## config.mk

```make
export PLATFORM = sky130hd
export DESIGN_NAME = vc_input_buffer
export DESIGN_NICKNAME = d
export VERILOG_FILES = /design/src/rtl/vc_input_buffer.sv
export SDC_FILE = /design/constraint.sdc
export NUM_CORES = 1
export LEC_CHECK = 0
export ABC_AREA = 1
export BUFFER_PORTS_ARGS = -buffer_cell sky130_fd_sc_hd__buf_2
export CAP_MARGIN = 20
export CORE_MARGIN = 2
export CORE_UTILIZATION = 50
export DETAILED_ROUTE_END_ITERATION = 8
export GPL_ROUTABILITY_DRIVEN = 0
export GPL_TIMING_DRIVEN = 0
export PLACE_DENSITY = 0.69
export SLEW_MARGIN = 10
export SYNTH_ARGS = -nofsm -noshare
export SYNTH_HDL_FRONTEND = slang
export SYNTH_SLANG_ARGS = --single-unit
```

## constraint.sdc

```tcl
create_clock -name clk -period 2.7 [get_ports clk]
set_clock_uncertainty 0.05 [all_clocks]
set_input_delay 0.405 -clock clk [delete_from_list [all_inputs] [get_ports clk]]
set_output_delay 0.405 -clock clk [all_outputs]
set_load 0.01 [all_outputs]
```

## src/rtl/vc_input_buffer.sv

```systemverilog
// Per-port virtual-channel input buffer: NUM_VCS FIFOs, arbiter requests, registered pop and credit.
// Define VC_BUF_ERR_EN to enable the sticky protocol-error flag; otherwise err is tied to 0.
module vc_input_buffer #(
    parameter int NUM_VCS = 4,
    parameter int DEPTH   = 4,
    parameter int FLIT_W  = 32,
    localparam int VC_W   = (NUM_VCS > 1) ? $clog2(NUM_VCS) : 1
) (
    input  logic              clk,
    input  logic              reset,
    input  logic              flit_valid,
    input  logic [VC_W-1:0]   flit_vc,
    input  logic [FLIT_W-1:0] flit_data,
    output logic [NUM_VCS-1:0] requests,
    input  logic [NUM_VCS-1:0] grants,
    output logic              out_valid,
    output logic [VC_W-1:0]   out_vc,
    output logic [FLIT_W-1:0] out_data,
    output logic              credit_valid,
    output logic [VC_W-1:0]   credit_vc,
    output logic              err
);

    localparam int PTR_W = (DEPTH > 1) ? $clog2(DEPTH) : 1;
    localparam int CNT_W = $clog2(DEPTH + 1);

    logic [FLIT_W-1:0] mem [NUM_VCS][DEPTH];
    logic [PTR_W-1:0]  wr_ptr [NUM_VCS];
    logic [PTR_W-1:0]  rd_ptr [NUM_VCS];
    logic [CNT_W-1:0]  count  [NUM_VCS];

    logic [NUM_VCS-1:0] push_sel;
    logic [NUM_VCS-1:0] push_en;
    logic [NUM_VCS-1:0] pop_sel;
    logic               one_hot;
    logic               pop_ok;
    logic [VC_W-1:0]    pop_vc;
    logic [FLIT_W-1:0]  head;

    assign one_hot = (grants != '0) && ((grants & (grants - 1'b1)) == '0);
    assign pop_ok  = |pop_sel;
    assign head    = mem[pop_vc][rd_ptr[pop_vc]];

    always_comb begin
        push_sel = '0;
        push_en  = '0;
        pop_sel  = '0;
        requests = '0;
        pop_vc   = '0;
        for (int v = 0; v < NUM_VCS; v++) begin
            requests[v] = (count[v] != '0);
            push_sel[v] = flit_valid && (flit_vc == VC_W'(v));
            pop_sel[v]  = one_hot && grants[v] && (count[v] != '0);
            if (grants[v])
                pop_vc = VC_W'(v);
        end
        // A full VC still accepts a flit when its head leaves in the same cycle
        for (int v = 0; v < NUM_VCS; v++)
            push_en[v] = push_sel[v] &&
                         ((count[v] != CNT_W'(DEPTH)) || pop_sel[v]);
    end

    always_ff @(posedge clk) begin
        for (int v = 0; v < NUM_VCS; v++)
            if (push_en[v])
                mem[v][wr_ptr[v]] <= flit_data;
    end

    always_ff @(posedge clk or negedge reset) begin
        if (!reset) begin
            for (int v = 0; v < NUM_VCS; v++) begin
                wr_ptr[v] <= '0;
                rd_ptr[v] <= '0;
                count[v]  <= '0;
            end
        end else begin
            for (int v = 0; v < NUM_VCS; v++) begin
                if (push_en[v])
                    wr_ptr[v] <= wr_ptr[v] + PTR_W'(1);
                if (pop_sel[v])
                    rd_ptr[v] <= rd_ptr[v] + PTR_W'(1);
                case ({push_en[v], pop_sel[v]})
                    2'b10:   count[v] <= count[v] + CNT_W'(1);
                    2'b01:   count[v] <= count[v] - CNT_W'(1);
                    default: count[v] <= count[v];
                endcase
            end
        end
    end

    always_ff @(posedge clk or negedge reset) begin
        if (!reset) begin
            out_valid    <= 1'b0;
            out_vc       <= '0;
            out_data     <= '0;
            credit_valid <= 1'b0;
            credit_vc    <= '0;
        end else begin
            out_valid    <= pop_ok;
            credit_valid <= pop_ok;
            if (pop_ok) begin
                out_vc    <= pop_vc;
                out_data  <= head;
                credit_vc <= pop_vc;
            end
        end
    end

`ifdef VC_BUF_ERR_EN
    logic err_hit;

    // Any nonzero grant that does not pop covers both multi-hot and empty-VC grants
    assign err_hit = (flit_valid && (push_en == '0)) ||
                     ((grants != '0) && !pop_ok);

    always_ff @(posedge clk or negedge reset) begin
        if (!reset)
            err <= 1'b0;
        else if (err_hit)
            err <= 1'b1;
    end
`else
    assign err = 1'b0;
`endif

endmodule
```

Word level (Yosys, flattened, before mapping)
Memories as Yosys holds them, arrays and structs flattened.
Cells that the tools add are included.

storage, ports and cells
  register bits after elaboration = 63
  bits in latches = 0
  RAM bits = 512
  ROM bits = 0
  bits of input ports = 41
  output and inout bits = 43
  word-level logic and storage cells = 143
  memories kept = 1

memory list
  name  words  bits a word  rd ports  clocked after Yosys merged registers in  wr ports  RTL line  source
  mem   4      128          1         0                                        1         27        logic [FLIT_W-1:0] mem [NUM_VCS][DEPTH];

cells by class
  $add $sub $neg = 17
  multipliers = 0
  div/mod/pow operators = 0
  magnitude comparators = 10
  eq/ne operators = 15
  shift operators = 0
  multiplexer cells = 38
  bitwise gates (word level) = 7
  reduce and logical (&&, ||, !) cells = 40

operator list
  cell                                                count
  two-way mux 128 bit                                 10
  OR reduction 128 bit                                3
  demux 32 bit (select 2 bit)                         4
  two-way mux 32 bit                                  6
  binary-select mux 32 bit (select 2 bit)             1
  one-hot mux 3 bit (2 select lines)                  4
  logical AND 1 bit                                   21
  >= comparator 3 bit, second input constant          6
  NOT 2 -> 3 bit                                      6
  adder 2 x 1 -> 2 bit, second input constant         8
  two-way mux 2 bit                                   7
  adder 3 x 1 -> 3 bit, second input constant         4
  == test 2 bit, second input constant                6
  < comparator 3 x 1 -> 1 bit, second input constant  4
  != test 3 bit, second input constant                4
  nonzero test 3 bit                                  4
  subtractor 3 x 1 -> 3 bit, second input constant    4
  == test 2 x 1 -> 1 bit, second input constant       5
  nonzero test 2 bit                                  4
  two-way mux 1 bit                                   5
  bitwise AND 4 bit                                   1
  binary-select mux 2 bit (select 2 bit)              1
  logical NOT 4 bit                                   1
  logical OR 1 bit                                    4
  other kinds (4)                                     4

Longest topological paths before layout
  depth in word-level cells = 14
  depth in mapped cells = 13
  depth with buffers taken out = 12

Worst setup path before layout
No wires, ideal clock.

  path kind = input-to-reg
  from = input port grants[1]
  to = memory mem[0][0] (netlist name), enable pin
  library setup time = 0.421 ns
  data arrival time = 2.499 ns
  data required time = 2.229 ns
  slack = -0.270 ns
  cell stages on the path = 6
  path buffers = 1
  cell sequence = buf_2 > inv_1 > nand4_1 > nand4_1 > nand4_1 > nor2_1

on the way
  word-level cells in the longest chain between the ends = 14
  elaborated cells between the ends (all ways) = 38
  classes of those cells = add/sub (1); mux (14); bitwise (1); reduce/logical (22)

ends and longest elaborated chain
  element                                                                                        RTL line  source
  start: declaration                                                                             15        input logic [NUM_VCS-1:0] grants,
  subtractor 4 x 1 -> 4 bit                                                                      40        assign one_hot = (grants != '0) && ((grants & (grants - 1'b1)) == '0);
  bitwise AND 4 bit                                                                              40
  logical NOT 4 bit                                                                              40
  logical AND 1 bit                                                                              40
  logical AND 1 bit (2 in a row)                                                                 53        pop_sel[v] = one_hot && grants[v] && (count[v] != '0);
  logical OR 1 bit                                                                               60        ((count[v] != CNT_W'(DEPTH)) || pop_sel[v]);
  logical AND 1 bit                                                                              59        push_en[v] = push_sel[v] &&
  two-way mux 1 bit                                                                              65        if (push_en[v])
  two-way mux 128 bit (not written as such)                                                      66        mem[v][wr_ptr[v]] <= flit_data;
  OR reduction 128 bit (no source line)                                                          -
  two-way mux 2 bit (no source line) / two-way mux 128 bit (equally long branches) (3 in a row)  -
  end: declaration                                                                               27

Several ways; a longest one is shown, not always the timed one.

Worst setup path after layout
  from = register count[9] (netlist name)
  to = memory mem[0][96] (netlist name), enable pin

on the way
  word-level cells in the longest chain between the ends = 9
  elaborated cells between the ends (all ways) = 10
  classes of those cells = eq/ne (1); mux (5); reduce/logical (4)

ends and longest elaborated chain
  element                                              RTL line  source
  start: declaration                                   30        logic [CNT_W-1:0] count [NUM_VCS];
  start signal: indexed assignment                     83        2'b10: count[v] <= count[v] + CNT_W'(1);
  start signal: indexed assignment                     84        2'b01: count[v] <= count[v] - CNT_W'(1);
  start signal: indexed assignment                     85        default: count[v] <= count[v];
  nonzero test 3 bit                                   53
  logical AND 1 bit                                    53
  logical OR 1 bit *                                   60
  logical AND 1 bit *                                  59
  two-way mux 1 bit *                                  65
  two-way mux 128 bit (not written as such) *          66
  two-way mux 128 bit (no source line) * (3 in a row)  -

Every way passes the cells marked *; elsewhere a longest branch is shown, timed or not.

==> results by group <==
Outcome
  – Run status: finished, final reports clean

Layout
  – Fraction of layout instances using a drive strength above 1: 11.9%
  – Combined area of the multi-input logic cells: 6510 um2
  – Most common cell after layout, fill and taps aside: sky130_fd_sc_hd__nand2_1
  – Number of fill cells: 4085
  – Final net count: 2741
  – Register area: 17000 um2
  – Antenna diode instance count: 0
  – Area added between synthesis and finish: 15.5%
  – Commonest non-fill, non-tap cells in the layout: 612 x sky130_fd_sc_hd__nand2_1, 512 x sky130_fd_sc_hd__edfxtp_1, 424 x sky130_fd_sc_hd__nand3_1, 404 x sky130_fd_sc_hd__inv_1, 177 x sky130_fd_sc_hd__nor2_1

Logic synthesis
  – Number of instances in the synthesized netlist: 2513
  – Post-synth top area cell: sky130_fd_sc_hd__edfxtp_1
  – Post-synthesis instance area: 25500 um2
  – Number of warning messages in the yosys log: 0
  – Sequential cell area fraction in the yosys report: 66.5%
  – Post-synthesis area per instance: 10.1 um2
  – Fraction of synthesized cell area taken by the top area cell type: 60.3%
  – Post-synthesis net count: 2576
  – Count of cell types in the netlist: 30
  – Cell types with the largest area share after synthesis: sky130_fd_sc_hd__edfxtp_1 60%, sky130_fd_sc_hd__nand2_1 9.0%, sky130_fd_sc_hd__nand3_1 8.3%, sky130_fd_sc_hd__dfrtp_1 6.2%, sky130_fd_sc_hd__inv_1 6.0%
  – #FFs+latches synth: 575

GRT
  – Number of global-route vias before repair: 17500
  – Antenna violations before repair: 1
  – Largest net degree at the start of global routing: 36
  – Total GRT Usage: 26.5%
  – Global route total overflow: 0
  – First-pass GRT wire length: 105000 um

STA
  – Max-slew headroom at the worst pin: 24.1%
  – Final worst-path cycle share: 94.4%
  – Post-layout min period: 2550 ps
  – Pins Over Slew Limit: 0
  – Final worst hold slack: 116 ps
  – Final-report hold violation count: 0
  – RSZ-0062 raised after global routing: no
  – Measured slew at the worst slew-check pin: 1140 ps
  – # setup viols final: 0
  – Final worst-path setup slack: 152 ps
  – Highest clock rate: 0.392 GHz

Placement
  – Placed wire-length estimate: 46400 um
  – Port buffer count: 81
  – Post-place setup slack: -351 ps

Critical path
  – Slowest cell on the critical path: sky130_fd_sc_hd__nor2_4
  – CP required: 2970 ps
  – Crit path kind: flop to flop
  – Largest fanout of any net on the critical path: 18
  – Delay-heaviest family, CP: simple AND/OR/NAND/NOR gates
  – Delay of the slowest critical-path stage: 820 ps
  – Kind of end point of the critical path: flop
  – Worst Path Arrival: 2810 ps
  – Cell occurring most often along the worst timing path: sky130_fd_sc_hd__nand4_1
  – Startpoint types: flop
  – Buffers and inverters on the worst path: 2
  – List of cells traversed by the critical path: inv_1, nand4_1, nand4_1, nor2_4, buf_16

Clock network
  – Clock Root Buffer: sky130_fd_sc_hd__clkbuf_16
  – TritonCTS clock tree: done
  – Maximum level of the CTS H-tree: 2
  – Largest buffer count on any clock path: 3
  – Num Clock Sinks: 575
  – TritonCTS buffer count: 59
  – Number of gates resized after CTS: 0
  – Clock latency of the later-clocked register in the worst-skew pair: 630 ps
  – Clock slew seen by the registers of the worst setup and hold paths: 70 ps

Flow run
  – Maxcap violations: 0

Routing
  – Highest routed layer: met5
  – # DRC: 0
  – Routed Wire Length: 69400 um
  – Routed length on met2: 32400 um
  – Total via count after detailed routing: 18300
  – Routed len/inst: 20.4 um
  – Met3 routed WL: 7310 um
  – Total iterations of the first detailed-routing run: 6
  – ANT nets after route: 0
  – Detailed-route wire length on metal 1: 27300 um
  – DR iter-0 viols: 2280
  – Via-per-instance ratio: 5.40

Power and ir drop
  – Static leakage: 12.8 nW
  – Maximum VDD drop: 0.000494 V
  – Cell area power density: 821 nW/um2

Die
  – X dimension of the die: 230 um
  – CORE AREA: 50300 um2
  – Number of cell rows: 82
  – Top Ports: 84
  – Vertical extent of the die: 230 um
  – Die Outline Area: 52800 um2
  – Starting utilization of the core area: 50.7%

Worst hold path
  – Hold Path Class: primary input to flop
cell families (layout without fill, tap and decap cells):
| logic type | after synthesis | in the layout | synth area share (%) |
|---|---|---|---|
| fa+ha+maj | 22 | 22 | 1.20 |
| xor+xnor | 16 | 16 | 0.550 |
| buf+inv | 538 | 751 | 8.38 |
| simple gates | 1307 | 1307 | 22.2 |
| flops | 575 | 575 | 66.5 |
| other cells | 1 | 1 | 0.0147 |
| compound gates | 54 | 54 | 1.16 |
metal layers:
metal	up-vias	track usage (%)
li1	8443	-
met1	8734	36.0
met2	998	43.1
met3	172	5.08
met4	2	9.29
met5	-	0
synth_stat cells:
cell type / count
sky130_fd_sc_hd__or2_1: 39
sky130_fd_sc_hd__nor2_4: 2
sky130_fd_sc_hd__edfxtp_1: 512
sky130_fd_sc_hd__nand2_4: 1
sky130_fd_sc_hd__a31oi_2: 1
sky130_fd_sc_hd__o21ai_0: 7
sky130_fd_sc_hd__nand2_1: 612
sky130_fd_sc_hd__xnor2_1: 3
sky130_fd_sc_hd__a31oi_1: 1
sky130_fd_sc_hd__o21a_1: 2
sky130_fd_sc_hd__o21ai_2: 2
sky130_fd_sc_hd__nor2_1: 193
sky130_fd_sc_hd__a21oi_2: 1
sky130_fd_sc_hd__buf_4: 9
sky130_fd_sc_hd__fa_1: 4
sky130_fd_sc_hd__or2_2: 25
sky130_fd_sc_hd__dfrtp_1: 63
sky130_fd_sc_hd__buf_1: 6
sky130_fd_sc_hd__xor2_1: 13
sky130_fd_sc_hd__inv_2: 4
sky130_fd_sc_hd__clkbuf_1: 49
sky130_fd_sc_hd__ha_1: 18
sky130_fd_sc_hd__buf_2: 66
sky130_fd_sc_hd__nand3_1: 424
sky130_fd_sc_hd__nand2_2: 2
sky130_fd_sc_hd__nor2_2: 1
sky130_fd_sc_hd__conb_1: 1
sky130_fd_sc_hd__nand4_1: 8
sky130_fd_sc_hd__a21oi_1: 40
sky130_fd_sc_hd__inv_1: 404
state kept, by name, indices dropped and copies added (netlist names):
| signal | count |
|---|---|
| wr_ptr | 8 |
| credit_valid | 1 |
| rd_ptr | 8 |
| credit_vc | 2 |
| mem | 512 |
| count | 12 |
| out_data | 32 |
power breakdown:
group          switching [W]  total (W)  leakage (nW)  internal, W
clock network        0.00342    0.00883          1.03      0.00541
logic                0.00299    0.00435          6.43      0.00136
registers           0.000417     0.0110          5.38       0.0106
worst paths after layout:
kind	slack (ps)	cells after the start	start	end
worst min-delay path	120	1	flit_data[28]	mem[3][92]$_DFFE_PP_
worst min register to register	420	1	count[0]$_DFFE_PN0P_	count[0]$_DFFE_PN0P_
worst max-delay path	150	5	count[9]$_DFFE_PN0P_	mem[0][96]$_DFFE_PP_
worst max register to register	150	5	count[9]$_DFFE_PN0P_	mem[0][96]$_DFFE_PP_
min in group asynchronous	220	2	reset	count[1]$_DFFE_PN0P_
max in group asynchronous	1790	3	reset	out_data[23]$_DFFE_PN0P_
area by class of cell:
type	instances	area share [%]
Buffer	130	2.05
Inverter	408	5.20
Clock buffer	79	5.47
Sequential cell	575	57.6
Tap cell	672	2.86
Timing Repair Buffer	104	3.08
Multi-Input combinational cell	1400	22.1
Clock inverter	30	1.64
metrics by stage:
step	total power [W]	cells	setup TNS [ps]	area [um2]	utilization, %
floorplan	0.0136	2513	-67300	25500	-
global placement	0.0151	3266	-861770	26700	53.2
detailed placement	0.0154	3285	-42370	27300	54.3
CTS	0.0242	3395	0	29400	58.5
global route	0.0251	3398	0	29400	58.6
finish	0.0242	3398	0	29400	58.6
what timing repair did:
item,4_1_cts,5_1_grt
setup endpoints to repair,0,37
hold buffers,1,0
setup buffers,0,3
endpoints found under the hold margin,28,0
(Power assumes the default switching activity.)
